File: config.mk
export PLATFORM = sky130hd
export DESIGN_NAME = scale_job_sequencer_flat
export DESIGN_NICKNAME = d
export VERILOG_FILES = /design/src/rtl/scale_job_sequencer_if.sv /design/src/rtl/scale_job_sequencer.sv /design/src/flat_wrapper.sv
export SDC_FILE = /design/constraint.sdc
export NUM_CORES = 2
export LEC_CHECK = 0
export ABC_AREA = 0
export ABC_CLOCK_PERIOD_IN_PS = 18600
export CAP_MARGIN = 10
export CORE_MARGIN = 5
export CORE_UTILIZATION = 53
export CTS_BUF_LIST = sky130_fd_sc_hd__clkbuf_4 sky130_fd_sc_hd__clkbuf_8 sky130_fd_sc_hd__clkbuf_16
export CTS_CLUSTER_DIAMETER = 60
export DETAILED_ROUTE_END_ITERATION = 8
export PLACE_DENSITY = 0.71
export SETUP_SLACK_MARGIN = 0.5
export SKIP_CTS_REPAIR_TIMING = 1
export SYNTH_ARGS = -nofsm -noshare
export SYNTH_HDL_FRONTEND = slang
export SYNTH_SLANG_ARGS = --single-unit
File: constraint.sdc
create_clock -name clk_i -period 18.6 [get_ports clk_i]
set_input_delay 2.79 -clock clk_i [delete_from_list [all_inputs] [get_ports clk_i]]
set_output_delay 2.79 -clock clk_i [all_outputs]
set_load 0.02 [all_outputs]
File: src/rtl/scale_job_sequencer_if.sv
// Job-descriptor push channel and completion-record channel of scale_job_sequencer.
// The sequencer takes the slave side; the job source and record consumer take the master side.
interface scale_job_sequencer_if;
  logic        job_valid_i;
  logic        job_ready_o;
  logic [31:0] job_src_width_i;
  logic [31:0] job_src_height_i;
  logic [31:0] job_src_addr_i;
  logic [31:0] job_dst_width_i;
  logic [31:0] job_dst_height_i;
  logic [31:0] job_dst_addr_i;

  logic        done_valid_o;
  logic        done_ready_i;
  logic [1:0]  done_status_o;
  logic [31:0] done_exit_o;
  logic [31:0] done_cycles_o;

  modport slave (
    input  job_valid_i, job_src_width_i, job_src_height_i, job_src_addr_i,
           job_dst_width_i, job_dst_height_i, job_dst_addr_i, done_ready_i,
    output job_ready_o, done_valid_o, done_status_o, done_exit_o, done_cycles_o
  );

  modport master (
    output job_valid_i, job_src_width_i, job_src_height_i, job_src_addr_i,
           job_dst_width_i, job_dst_height_i, job_dst_addr_i, done_ready_i,
    input  job_ready_o, done_valid_o, done_status_o, done_exit_o, done_cycles_o
  );
endinterface

File: src/rtl/scale_job_sequencer.sv
// Queues image-scale job descriptors, launches them one at a time on the core wrapper
// and returns a completion record (status, exit code, cycle count) for each job.
module scale_job_sequencer #(
  parameter int unsigned DEPTH          = 4,
  parameter int unsigned TIMEOUT_CYCLES = 100000
) (
  input  logic                 clk_i,
  input  logic                 rst_ni,
  scale_job_sequencer_if.slave job,
  output logic [31:0]          src_width_o,
  output logic [31:0]          src_height_o,
  output logic [31:0]          src_offset_addr_o,
  output logic [31:0]          src_image_size_o,
  output logic [31:0]          dst_width_o,
  output logic [31:0]          dst_height_o,
  output logic [31:0]          dst_offset_addr_o,
  output logic [31:0]          dst_image_size_o,
  output logic                 start_o,
  input  logic                 idle_i,
  input  logic [31:0]          exit_i,
  output logic                 busy_o,
  output logic                 halted_o
);

  localparam int unsigned   PTR_W        = $clog2(DEPTH);
  localparam logic [PTR_W-1:0] PTR_ONE   = PTR_W'(1);
  localparam logic [PTR_W:0]   CNT_ONE   = (PTR_W + 1)'(1);
  localparam logic [PTR_W:0]   CNT_FULL  = (PTR_W + 1)'(DEPTH);
  localparam logic [31:0]      TIMEOUT_LAST = 32'(TIMEOUT_CYCLES - 1);

  typedef struct packed {
    logic [31:0] src_width;
    logic [31:0] src_height;
    logic [31:0] src_addr;
    logic [31:0] dst_width;
    logic [31:0] dst_height;
    logic [31:0] dst_addr;
  } job_desc_t;

  typedef enum logic [2:0] {S_IDLE, S_LAUNCH, S_WAIT_BUSY, S_WAIT_DONE, S_REPORT} state_e;
  typedef enum logic [1:0] {ST_OK, ST_FINISH, ST_ERROR, ST_TIMEOUT} status_e;

  job_desc_t        fifo_mem [DEPTH];
  job_desc_t        head;
  logic [PTR_W-1:0] wr_ptr_q, wr_ptr_d, rd_ptr_q, rd_ptr_d;
  logic [PTR_W:0]   count_q, count_d;
  logic             push, pop;

  state_e      state_q, state_d;
  job_desc_t   geom_q, geom_d;
  logic [31:0] src_size_q, src_size_d, dst_size_q, dst_size_d;
  logic        start_q, start_d, busy_q, busy_d, halted_q, halted_d;
  logic [31:0] cnt_q, cnt_d;
  logic        done_valid_q, done_valid_d;
  status_e     done_status_q, done_status_d;
  logic [31:0] done_exit_q, done_exit_d, done_cycles_q, done_cycles_d;
  logic        complete;
  status_e     comp_status;

  assign job.job_ready_o = (count_q != CNT_FULL);
  assign push = job.job_valid_i && job.job_ready_o;
  assign pop  = (state_q == S_REPORT) && job.done_ready_i;
  assign head = fifo_mem[rd_ptr_q];

  // NOTE: descriptor storage is not reset; count_q alone says which entries hold valid data.
  always_ff @(posedge clk_i) begin
    if (push) begin
      fifo_mem[wr_ptr_q] <= '{job.job_src_width_i, job.job_src_height_i, job.job_src_addr_i,
                              job.job_dst_width_i, job.job_dst_height_i, job.job_dst_addr_i};
    end
  end

  // NOTE: combinational blocks use blocking '=' with a default for every target first,
  // so no path leaves a signal unassigned and no latch is inferred.
  always_comb begin
    wr_ptr_d = push ? wr_ptr_q + PTR_ONE : wr_ptr_q;
    rd_ptr_d = pop  ? rd_ptr_q + PTR_ONE : rd_ptr_q;
    count_d  = count_q;
    if (push && !pop)      count_d = count_q + CNT_ONE;
    else if (pop && !push) count_d = count_q - CNT_ONE;
  end

  // Completion priority: error exit, clean finish, timeout, then plain idle return.
  always_comb begin
    complete    = 1'b1;
    comp_status = ST_OK;
    if (exit_i > 32'd1)                               comp_status = ST_ERROR;
    else if (exit_i == 32'd1)                         comp_status = ST_FINISH;
    else if (cnt_q == TIMEOUT_LAST)                   comp_status = ST_TIMEOUT;
    else if ((state_q == S_WAIT_DONE) && idle_i)      comp_status = ST_OK;
    else                                              complete    = 1'b0;
  end

  always_comb begin
    state_d       = state_q;
    geom_d        = geom_q;
    src_size_d    = src_size_q;
    dst_size_d    = dst_size_q;
    start_d       = 1'b0;
    cnt_d         = cnt_q;
    halted_d      = halted_q;
    done_valid_d  = done_valid_q;
    done_status_d = done_status_q;
    done_exit_d   = done_exit_q;
    done_cycles_d = done_cycles_q;
    case (state_q)
      S_IDLE: begin
        if ((count_q != '0) && !halted_q && idle_i) begin
          state_d    = S_LAUNCH;
          geom_d     = head;
          src_size_d = 32'(head.src_width * head.src_height);
          dst_size_d = 32'(head.dst_width * head.dst_height);
        end
      end
      S_LAUNCH: begin
        if (idle_i) begin
          start_d = 1'b1;
          cnt_d   = '0;
          state_d = S_WAIT_BUSY;
        end
      end
      S_WAIT_BUSY, S_WAIT_DONE: begin
        cnt_d = (cnt_q == '1) ? cnt_q : cnt_q + 32'd1;
        if (complete) begin
          state_d       = S_REPORT;
          done_valid_d  = 1'b1;
          done_status_d = comp_status;
          done_exit_d   = exit_i;
          done_cycles_d = cnt_q;
          if ((comp_status == ST_ERROR) || (comp_status == ST_TIMEOUT)) halted_d = 1'b1;
        end else if ((state_q == S_WAIT_BUSY) && !idle_i) begin
          state_d = S_WAIT_DONE;
        end
      end
      S_REPORT: begin
        if (job.done_ready_i) begin
          done_valid_d = 1'b0;
          state_d      = S_IDLE;
        end
      end
      default: state_d = S_IDLE;
    endcase
    busy_d = (state_d != S_IDLE);
  end

  always_ff @(posedge clk_i or negedge rst_ni) begin
    if (!rst_ni) begin
      wr_ptr_q      <= '0;
      rd_ptr_q      <= '0;
      count_q       <= '0;
      state_q       <= S_IDLE;
      geom_q        <= '0;
      src_size_q    <= '0;
      dst_size_q    <= '0;
      start_q       <= 1'b0;
      busy_q        <= 1'b0;
      halted_q      <= 1'b0;
      cnt_q         <= '0;
      done_valid_q  <= 1'b0;
      done_status_q <= ST_OK;
      done_exit_q   <= '0;
      done_cycles_q <= '0;
    end else begin
      wr_ptr_q      <= wr_ptr_d;
      rd_ptr_q      <= rd_ptr_d;
      count_q       <= count_d;
      state_q       <= state_d;
      geom_q        <= geom_d;
      src_size_q    <= src_size_d;
      dst_size_q    <= dst_size_d;
      start_q       <= start_d;
      busy_q        <= busy_d;
      halted_q      <= halted_d;
      cnt_q         <= cnt_d;
      done_valid_q  <= done_valid_d;
      done_status_q <= done_status_d;
      done_exit_q   <= done_exit_d;
      done_cycles_q <= done_cycles_d;
    end
  end

  assign src_width_o       = geom_q.src_width;
  assign src_height_o      = geom_q.src_height;
  assign src_offset_addr_o = geom_q.src_addr;
  assign src_image_size_o  = src_size_q;
  assign dst_width_o       = geom_q.dst_width;
  assign dst_height_o      = geom_q.dst_height;
  assign dst_offset_addr_o = geom_q.dst_addr;
  assign dst_image_size_o  = dst_size_q;
  assign start_o           = start_q;
  assign busy_o            = busy_q;
  assign halted_o          = halted_q;
  assign job.done_valid_o  = done_valid_q;
  assign job.done_status_o = done_status_q;
  assign job.done_exit_o   = done_exit_q;
  assign job.done_cycles_o = done_cycles_q;

endmodule
File: src/flat_wrapper.sv
// flat-port wrapper written by rule: the top's interface ports become plain ports
module scale_job_sequencer_flat 
#(
  parameter int unsigned DEPTH          = 4,
  parameter int unsigned TIMEOUT_CYCLES = 100000
)
  (clk_i, rst_ni, src_width_o, src_height_o, src_offset_addr_o, src_image_size_o, dst_width_o, dst_height_o, dst_offset_addr_o, dst_image_size_o, start_o, idle_i, exit_i, busy_o, halted_o, job_job_valid_i, job_job_src_width_i, job_job_src_height_i, job_job_src_addr_i, job_job_dst_width_i, job_job_dst_height_i, job_job_dst_addr_i, job_done_ready_i, job_job_ready_o, job_done_valid_o, job_done_status_o, job_done_exit_o, job_done_cycles_o);
  scale_job_sequencer_if job_i ();
  input  logic clk_i;
  input  logic rst_ni;
  output logic [31:0] src_width_o;
  output logic [31:0] src_height_o;
  output logic [31:0] src_offset_addr_o;
  output logic [31:0] src_image_size_o;
  output logic [31:0] dst_width_o;
  output logic [31:0] dst_height_o;
  output logic [31:0] dst_offset_addr_o;
  output logic [31:0] dst_image_size_o;
  output logic start_o;
  input  logic idle_i;
  input  logic [31:0] exit_i;
  output logic busy_o;
  output logic halted_o;
  input wire logic [$bits(job_i.job_valid_i)-1:0] job_job_valid_i;
  input wire logic [$bits(job_i.job_src_width_i)-1:0] job_job_src_width_i;
  input wire logic [$bits(job_i.job_src_height_i)-1:0] job_job_src_height_i;
  input wire logic [$bits(job_i.job_src_addr_i)-1:0] job_job_src_addr_i;
  input wire logic [$bits(job_i.job_dst_width_i)-1:0] job_job_dst_width_i;
  input wire logic [$bits(job_i.job_dst_height_i)-1:0] job_job_dst_height_i;
  input wire logic [$bits(job_i.job_dst_addr_i)-1:0] job_job_dst_addr_i;
  input wire logic [$bits(job_i.done_ready_i)-1:0] job_done_ready_i;
  output wire logic [$bits(job_i.job_ready_o)-1:0] job_job_ready_o;
  output wire logic [$bits(job_i.done_valid_o)-1:0] job_done_valid_o;
  output wire logic [$bits(job_i.done_status_o)-1:0] job_done_status_o;
  output wire logic [$bits(job_i.done_exit_o)-1:0] job_done_exit_o;
  output wire logic [$bits(job_i.done_cycles_o)-1:0] job_done_cycles_o;
  assign job_i.job_valid_i = job_job_valid_i;
  assign job_i.job_src_width_i = job_job_src_width_i;
  assign job_i.job_src_height_i = job_job_src_height_i;
  assign job_i.job_src_addr_i = job_job_src_addr_i;
  assign job_i.job_dst_width_i = job_job_dst_width_i;
  assign job_i.job_dst_height_i = job_job_dst_height_i;
  assign job_i.job_dst_addr_i = job_job_dst_addr_i;
  assign job_i.done_ready_i = job_done_ready_i;
  assign job_job_ready_o = job_i.job_ready_o;
  assign job_done_valid_o = job_i.done_valid_o;
  assign job_done_status_o = job_i.done_status_o;
  assign job_done_exit_o = job_i.done_exit_o;
  assign job_done_cycles_o = job_i.done_cycles_o;
  scale_job_sequencer #(.DEPTH(DEPTH), .TIMEOUT_CYCLES(TIMEOUT_CYCLES)) u_core (.clk_i(clk_i), .rst_ni(rst_ni), .job(job_i), .src_width_o(src_width_o), .src_height_o(src_height_o), .src_offset_addr_o(src_offset_addr_o), .src_image_size_o(src_image_size_o), .dst_width_o(dst_width_o), .dst_height_o(dst_height_o), .dst_offset_addr_o(dst_offset_addr_o), .dst_image_size_o(dst_image_size_o), .start_o(start_o), .idle_i(idle_i), .exit_i(exit_i), .busy_o(busy_o), .halted_o(halted_o));
endmodule
After elaboration in Yosys (flattened, before gate mapping)
Memory sizes are Yosys's and may differ from the RTL's.
Cells that the tools add are included.
{ "classes": {"order_cmp": 1, "mux": 25, "multipliers": 2, "n_reduce_logical": 25, "n_eq_ne": 14, "addsub": 5} }
{ "ops": {"columns": ["operator", "count"], "rows": [
  ["$mul 32x32->32", 2],
  ["$mux 32", 2],
  ["$pmux 32 s2", 1],
  ["$add 32x1->32 const B", 1],
  ["$eq 32x1->1 const B", 1],
  ["$eq 32x17->1 const B", 1],
  ["$eq 32x32->1 const B", 1],
  ["$gt 32x1->1 const B", 1],
  ["$mux 3", 7],
  ["$pmux 3 s4", 1],
  ["$mux 1", 10],
  ["$reduce_and 3->1", 3],
  ["$logic_and 1x1->1", 8],
  ["$eq 3x2->1 const B", 2],
  ["$mux 2", 3],
  ["$ne 2x2->1 const B", 3],
  ["$reduce_bool 2->1", 3],
  ["$reduce_bool 3->1", 2],
  ["$add 2x1->2 const B", 2],
  ["$eq 2x2->1 const B", 2],
  ["$logic_not 1->1", 4],
  ["$reduce_and 2->1", 2],
  ["$add 3x1->3 const B", 1],
  ["$eq 3x1->1 const B", 1],
  ["8 further kinds", 8]
]} }
{ "word_totals": {"inputBits": 229, "n_memories": 1, "word_cells": 93, "ram_bits": 768, "register_bits": 368} }
{ "memory_table": {"columns": ["name", "depth", "width", "rd", "rd_ports_with_merged_regs", "write_ports", "line_no", "rtl"], "rows": [
  ["u_core.fifo_mem", 4, 192, 1, 0, 1, "scale_job_sequencer.sv:43", "job_desc_t fifo_mem [DEPTH];"]
]} }

Depth between registers and ports, before layout
{ "logic_depth": {"word_depth": 9, "mapped_depth": 37, "ltp_nobuf": 30} }

Worst setup path after synthesis
Ideal clock, no wire load.
{ "synth_timing": {"path_kind": "register -> register", "start": "register u_core.rd_ptr_q[1]", "end": "register u_core.src_size_q[28], in the netlist u_core.src_image_size_o[28]", "period_less_slack_ns": 8.902, "setup_time_ns": 0.125, "slack_ns": 9.698, "t_arrival_ns": 8.777, "required_time_ns": 18.475, "path_stages_with_launch": 34, "path_cell_list": "dfrtp_1 > buf_2 > buf_4 > buf_2 > buf_2 > buf_2 > buf_1 > mux2_2 > o21ai_1 > clkbuf_1 > nor2_1 > fa_1 > fa_1 > fa_1 > inv_1 > fa_1 > inv_1 > fa_1 > inv_1 > fa_1 > inv_1 > fa_1 > fa_1 > ha_1 > a21o_1 > a21o_1 > a21o_1 > a21o_1 > a2111oi_0 > o21ai_0 > o211ai_1 > o21ai_0 > xor2_1 > mux2_2"} }
{ "synth_via": {"elab_chain_len": 2} }
{ "synth_rtl": {"columns": ["element", "line_no", "rtl"], "rows": [
  ["from (decl)", "scale_job_sequencer.sv:45", "logic [PTR_W-1:0] wr_ptr_q, wr_ptr_d, rd_ptr_q, rd_ptr_d;"],
  ["from (signal assigned)", "scale_job_sequencer.sv:165", "rd_ptr_q <= rd_ptr_d;"],
  ["$mem_v2 4x192", null, null],
  ["$mul 32x32->32", "scale_job_sequencer.sv:111", "src_size_d = 32'(head.src_width * head.src_height);"],
  ["to (signal assigned)", "scale_job_sequencer.sv:169", "src_size_q <= src_size_d;"],
  ["to (decl)", "scale_job_sequencer.sv:51", "logic [31:0] src_size_q, src_size_d, dst_size_q, dst_size_d;"]
]} }
No other way between the ends.
A chain may end at the register's enable or synchronous reset.

Final worst setup path
{ "layout_timing": {"start": "register u_core.rd_ptr_q[1]", "end": "register u_core.dst_size_q[31], in the netlist u_core.dst_image_size_o[31]"} }
{ "layout_via": {"elab_chain_len": 2} }
{ "layout_rtl": {"columns": ["element", "line_no", "rtl"], "rows": [
  ["$mem_v2 4x192", null, null],
  ["$mul 32x32->32", "scale_job_sequencer.sv:112", "dst_size_d = 32'(head.dst_width * head.dst_height);"],
  ["to (signal assigned)", "scale_job_sequencer.sv:170", "dst_size_q <= dst_size_d;"],
  ["to (decl)", "scale_job_sequencer.sv:51", null]
]} }
No other way between the ends.

==> results <==
- The flow ran to the end, and the final reports show no timing, DRC or antenna violations.
- Clock tree synthesis selected as its root buffer the cell sky130_fd_sc_hd__clkbuf_16.
- For this run, the post-layout net count is 7953.
- The worst path needs 10.24 ns of the cycle, external delays included.
- The tightest slew margin relative to the limit is roughly 13%.
- The filler cells instantiated in the layout total between 10000 and 15000.
- The worst-case setup slack after placement is approximately 8.4 ns.
- The worst-case clock buffer depth is 3.
- The type of the tightest min-delay check is reg -> reg.
- In the final routed layout, each cell accounts on average for about 25 um.
- STA classifies the critical path endpoint as a register.
- The CTS H-tree depth is 4.
- The worst path setup slack after routing is roughly 8.4 ns.
- met2 is the most crowded layer.
- In the post-synthesis netlist, the biggest area contributors are sky130_fd_sc_hd__edfxtp_1 (31%), sky130_fd_sc_hd__fa_1 (22%), sky130_fd_sc_hd__dfrtp_1 (12%), sky130_fd_sc_hd__mux4_2 (5.5%), sky130_fd_sc_hd__nand2_1 (5.1%).
- Port buffering added 555 buffers.
- The number of setup violations in the final report is 0.
- sky130_fd_sc_hd__edfxtp_1 takes more of the synthesized area than any other cell.
- The total routing resource utilization after global routing is between 20% and 30%.
- In this run the horizontal extent of the chip is roughly 380 um.
- The reg-to-reg endpoint is u_core.dst_image_size_o[31].
- The final setup skew is roughly 0.047 ns.
- The first global-routing pass estimated 325.8 mm of wire.
- Along the worst path, the maximum fanout reaches between 60 and 70.
- The met3 track demand over resource in global routing is a little under a tenth.
- Each instance of the synthesized netlist takes up on average about 12 sq um.
- The max-capacitance violation count is 0.
- The die height is about 380 um.
- The region available for standard cell placement spans 0.1394 sq mm.
- The final count of hold timing violations is 0.
- The congestion estimate from routability-driven global placement came to 0.9589.
- The final hold slack is approximately 0.47 ns.
- Among all stages on the critical path, the largest delay is contributed by sky130_fd_sc_hd__o21ai_1.
- The clock-pin slew reported for the worst setup and hold paths after clock tree synthesis is 0.06 ns.
- For met2 alone, demand over resource in global routing was around 46%.
- From synthesis to final layout, the design area changed by 16.93%.
- The start point of the critical path is u_core.rd_ptr_q[1].
- The number of nets with antenna violations after routing is 0.
- The floorplan has ~140 rows.
- The final routed wirelength across all metal layers is 216.2 mm.
- The commonest cells after synthesis are sky130_fd_sc_hd__nand2_1 (1017), sky130_fd_sc_hd__fa_1 (817), sky130_fd_sc_hd__inv_1 (803), sky130_fd_sc_hd__edfxtp_1 (768), sky130_fd_sc_hd__nor2_1 (580).
- The number of detailed-routing iterations run before antenna repair is 5.
- The gate count after technology mapping is roughly 6100.
- Global routing used roughly 39% of the available met1 tracks.
- The detail-routed via count per cell is ~5.7.
- The largest single stage delay on the critical path is 0.89 ns.
- The source-to-sink clock delay at the later pin of the worst-skew pair is roughly 0.77 ns.
- The fraction of layout instances using a drive strength above 1 is between 10% and 20%.
- The startpoint of the worst-slack reg-to-reg timing path is u_core.rd_ptr_q[1].
- The initial antenna violation count came to 48.
- In this design, the critical path's most frequently occurring cell is sky130_fd_sc_hd__fa_1.
- The total overflow left after global routing is 0.
- The share of Yosys cell area claimed by the top area cell type is roughly 31%.
- TritonCTS built the clock tree.
- The fraction of registers with async set/reset is about a third.
- The kind of start point of the critical path is a register.
- Adding up every negative setup slack in the final design gives 0 ns.
- The synthesized net count is around 7400.
- The number of buffers created by CTS is between 100 and 150.
- The half-perimeter wire length after placement is about 160 mm.
- The post-route DRC violation count is 0.
- The maximum clock frequency is just under 100 MHz.
- The number of pins exceeding their max-slew limit in the final report is 0.
- Of the available clock period, the critical path in the final layout requires a little under three fifths.
- The data arrival time of the critical path is roughly 11 ns.
- Following the worst setup path forward leads to its endpoint at u_core.dst_image_size_o[31].
- The TritonCTS sink count is approximately 1100.
- Among all cell types in the netlist, the one instantiated most often is sky130_fd_sc_hd__nand2_1.
- Yosys printed 0 warnings.
- Entering global routing, the biggest net connects approximately 140 pins.
- The overall die area is 0.1476 sq mm.
- The data required time of the worst path is between 15 and 20 ns.
- The synthesized design contains roughly 1100 register bits.
- The reg2reg setup slack is 8.36 ns.
- The first routing iteration left roughly 4300 violations.
- The cell count of the worst reg-to-reg path is 26.
- The primary flip-flop cell chosen by synthesis mapping is sky130_fd_sc_hd__edfxtp_1.
- The cell area that synthesis handed to floorplanning was around 0.074 sq mm.
- The number of global-route vias before repair is ~52000.
- Summing over every cut layer, the via total after detailed routing is 49240.
- For the pin with the worst max-slew slack, the measured transition is roughly 1.3 ns.
- Setup repair after global routing left no endpoint under its margin.
- The number of top-level pins is ~560.
- By startpoint and endpoint, the worst setup path is classified as reg -> reg.
- Once the floorplan was initialized, standard cells occupied about 53% of the core.
- Synthesis instantiated 65 different standard cells from the library.
- The sequential share of the synthesized area is 43.48%.
- Yosys mapped a number of flops with a built-in enable equal to roughly 770.
## critical path, delay by kind of cell, from the launching register on
family / cells / cell delay (ns)
fa+ha+maj: 9 / 4.35
compound gates: 6 / 1.86
mux: 1 / 0.41
flops: 1 / 0.71
buf+inv: 4 / 1.68
xor+xnor: 1 / 0.14
simple gates: 5 / 0.82
## layer usage
metal | share of wire [%] | vias to the layer above
met4 | 4.7 | 32
met5 | 0.10 | -
li1 | - | 21030
met3 | 11 | 637
met1 | 38 | 25130
met2 | 46 | 2410
## flip-flops by register name, indices dropped and copies added, names as in the netlist, 2 cells and up
name	cells
u_core.job.done_exit_o	32
u_core.count_q	3
u_core.src_width_o	32
u_core.src_height_o	32
u_core.cnt_q	32
u_core.wr_ptr_q	2
u_core.src_image_size_o	32
u_core.fifo_mem	768
u_core.state_q	3
u_core.job.done_status_o	2
u_core.rd_ptr_q	2
u_core.dst_image_size_o	32
u_core.src_offset_addr_o	32
u_core.dst_offset_addr_o	32
u_core.dst_height_o	32
u_core.job.done_cycles_o	32
u_core.dst_width_o	32
## worst min path at each step
stage,endpoint,slack [ns],startpoint,cells after the start
after floorplan,u_core.count_q[2],0.46,u_core.count_q[2],1
after global placement,u_core.dst_image_size_o[0],0.45,u_core.dst_image_size_o[0],2
after detailed placement,u_core.src_offset_addr_o[1],0.46,u_core.src_offset_addr_o[1],2
after CTS,u_core.dst_offset_addr_o[19],0.48,u_core.dst_offset_addr_o[19],2
after global routing,u_core.dst_image_size_o[2],0.50,u_core.dst_image_size_o[2],2
final,u_core.dst_width_o[6],0.47,u_core.dst_width_o[6],2
## kinds of logic after synthesis
family	count (synthesis)	synth area share [%]
AOI/OAI and AO/OA	384	2.908
xor gates and xnor gates	200	2.446
adders and majority gates	1069	26.29
buffers and inverters	1064	5.595
DFF	1136	43.48
muxes	444	9.324
and+or+nand+nor	1821	9.960
## cell usage in the layout, fill, tap and decap left out, drive strengths merged, types with 109 or more instances in the layout
| master | Yosys | final |
|---|---|---|
| mux2 | 156 | 156 |
| inv | 803 | 816 |
| fa | 817 | 817 |
| buf | 69 | 109 |
| nor2 | 580 | 580 |
| clkbuf | 192 | 175 |
| ha | 252 | 252 |
| nand2 | 1020 | 1020 |
| clkdlybuf4s50 | 0 | 554 |
| edfxtp | 768 | 768 |
| xnor2 | 133 | 133 |
| mux4 | 182 | 182 |
| dfrtp | 368 | 368 |
| o21ai | 244 | 244 |
## metrics by stage
step,std cells,util [%],area (sq um)
2_1_floorplan,6118,-,74220
3_5_place_dp,8396,58.82,81970
6_report,8666,62.27,86780
3_3_place_gp,8394,58.80,81950
4_1_cts,8641,62.23,86720
5_1_grt,8646,62.24,86730
## layout make-up
| cell class | count | area [sq um] | share of cell area, % |
|---|---|---|---|
| Inverter | 803 | 3014 | 3.473 |
| Antenna cell | 25 | 62.56 | 0.07209 |
| Timing Repair Buffer | 663 | 6416 | 7.393 |
| Sequential cell | 1136 | 32280 | 37.19 |
| Tap cell | 1876 | 2347 | 2.705 |
| Clock buffer | 175 | 3766 | 4.340 |
| Multi-Input combinational cell | 3918 | 37920 | 43.69 |
| Clock inverter | 70 | 982.2 | 1.132 |
Power is not shown: default switching activity piles up to over one toggle a cycle in this logic, so the estimate is an artifact.
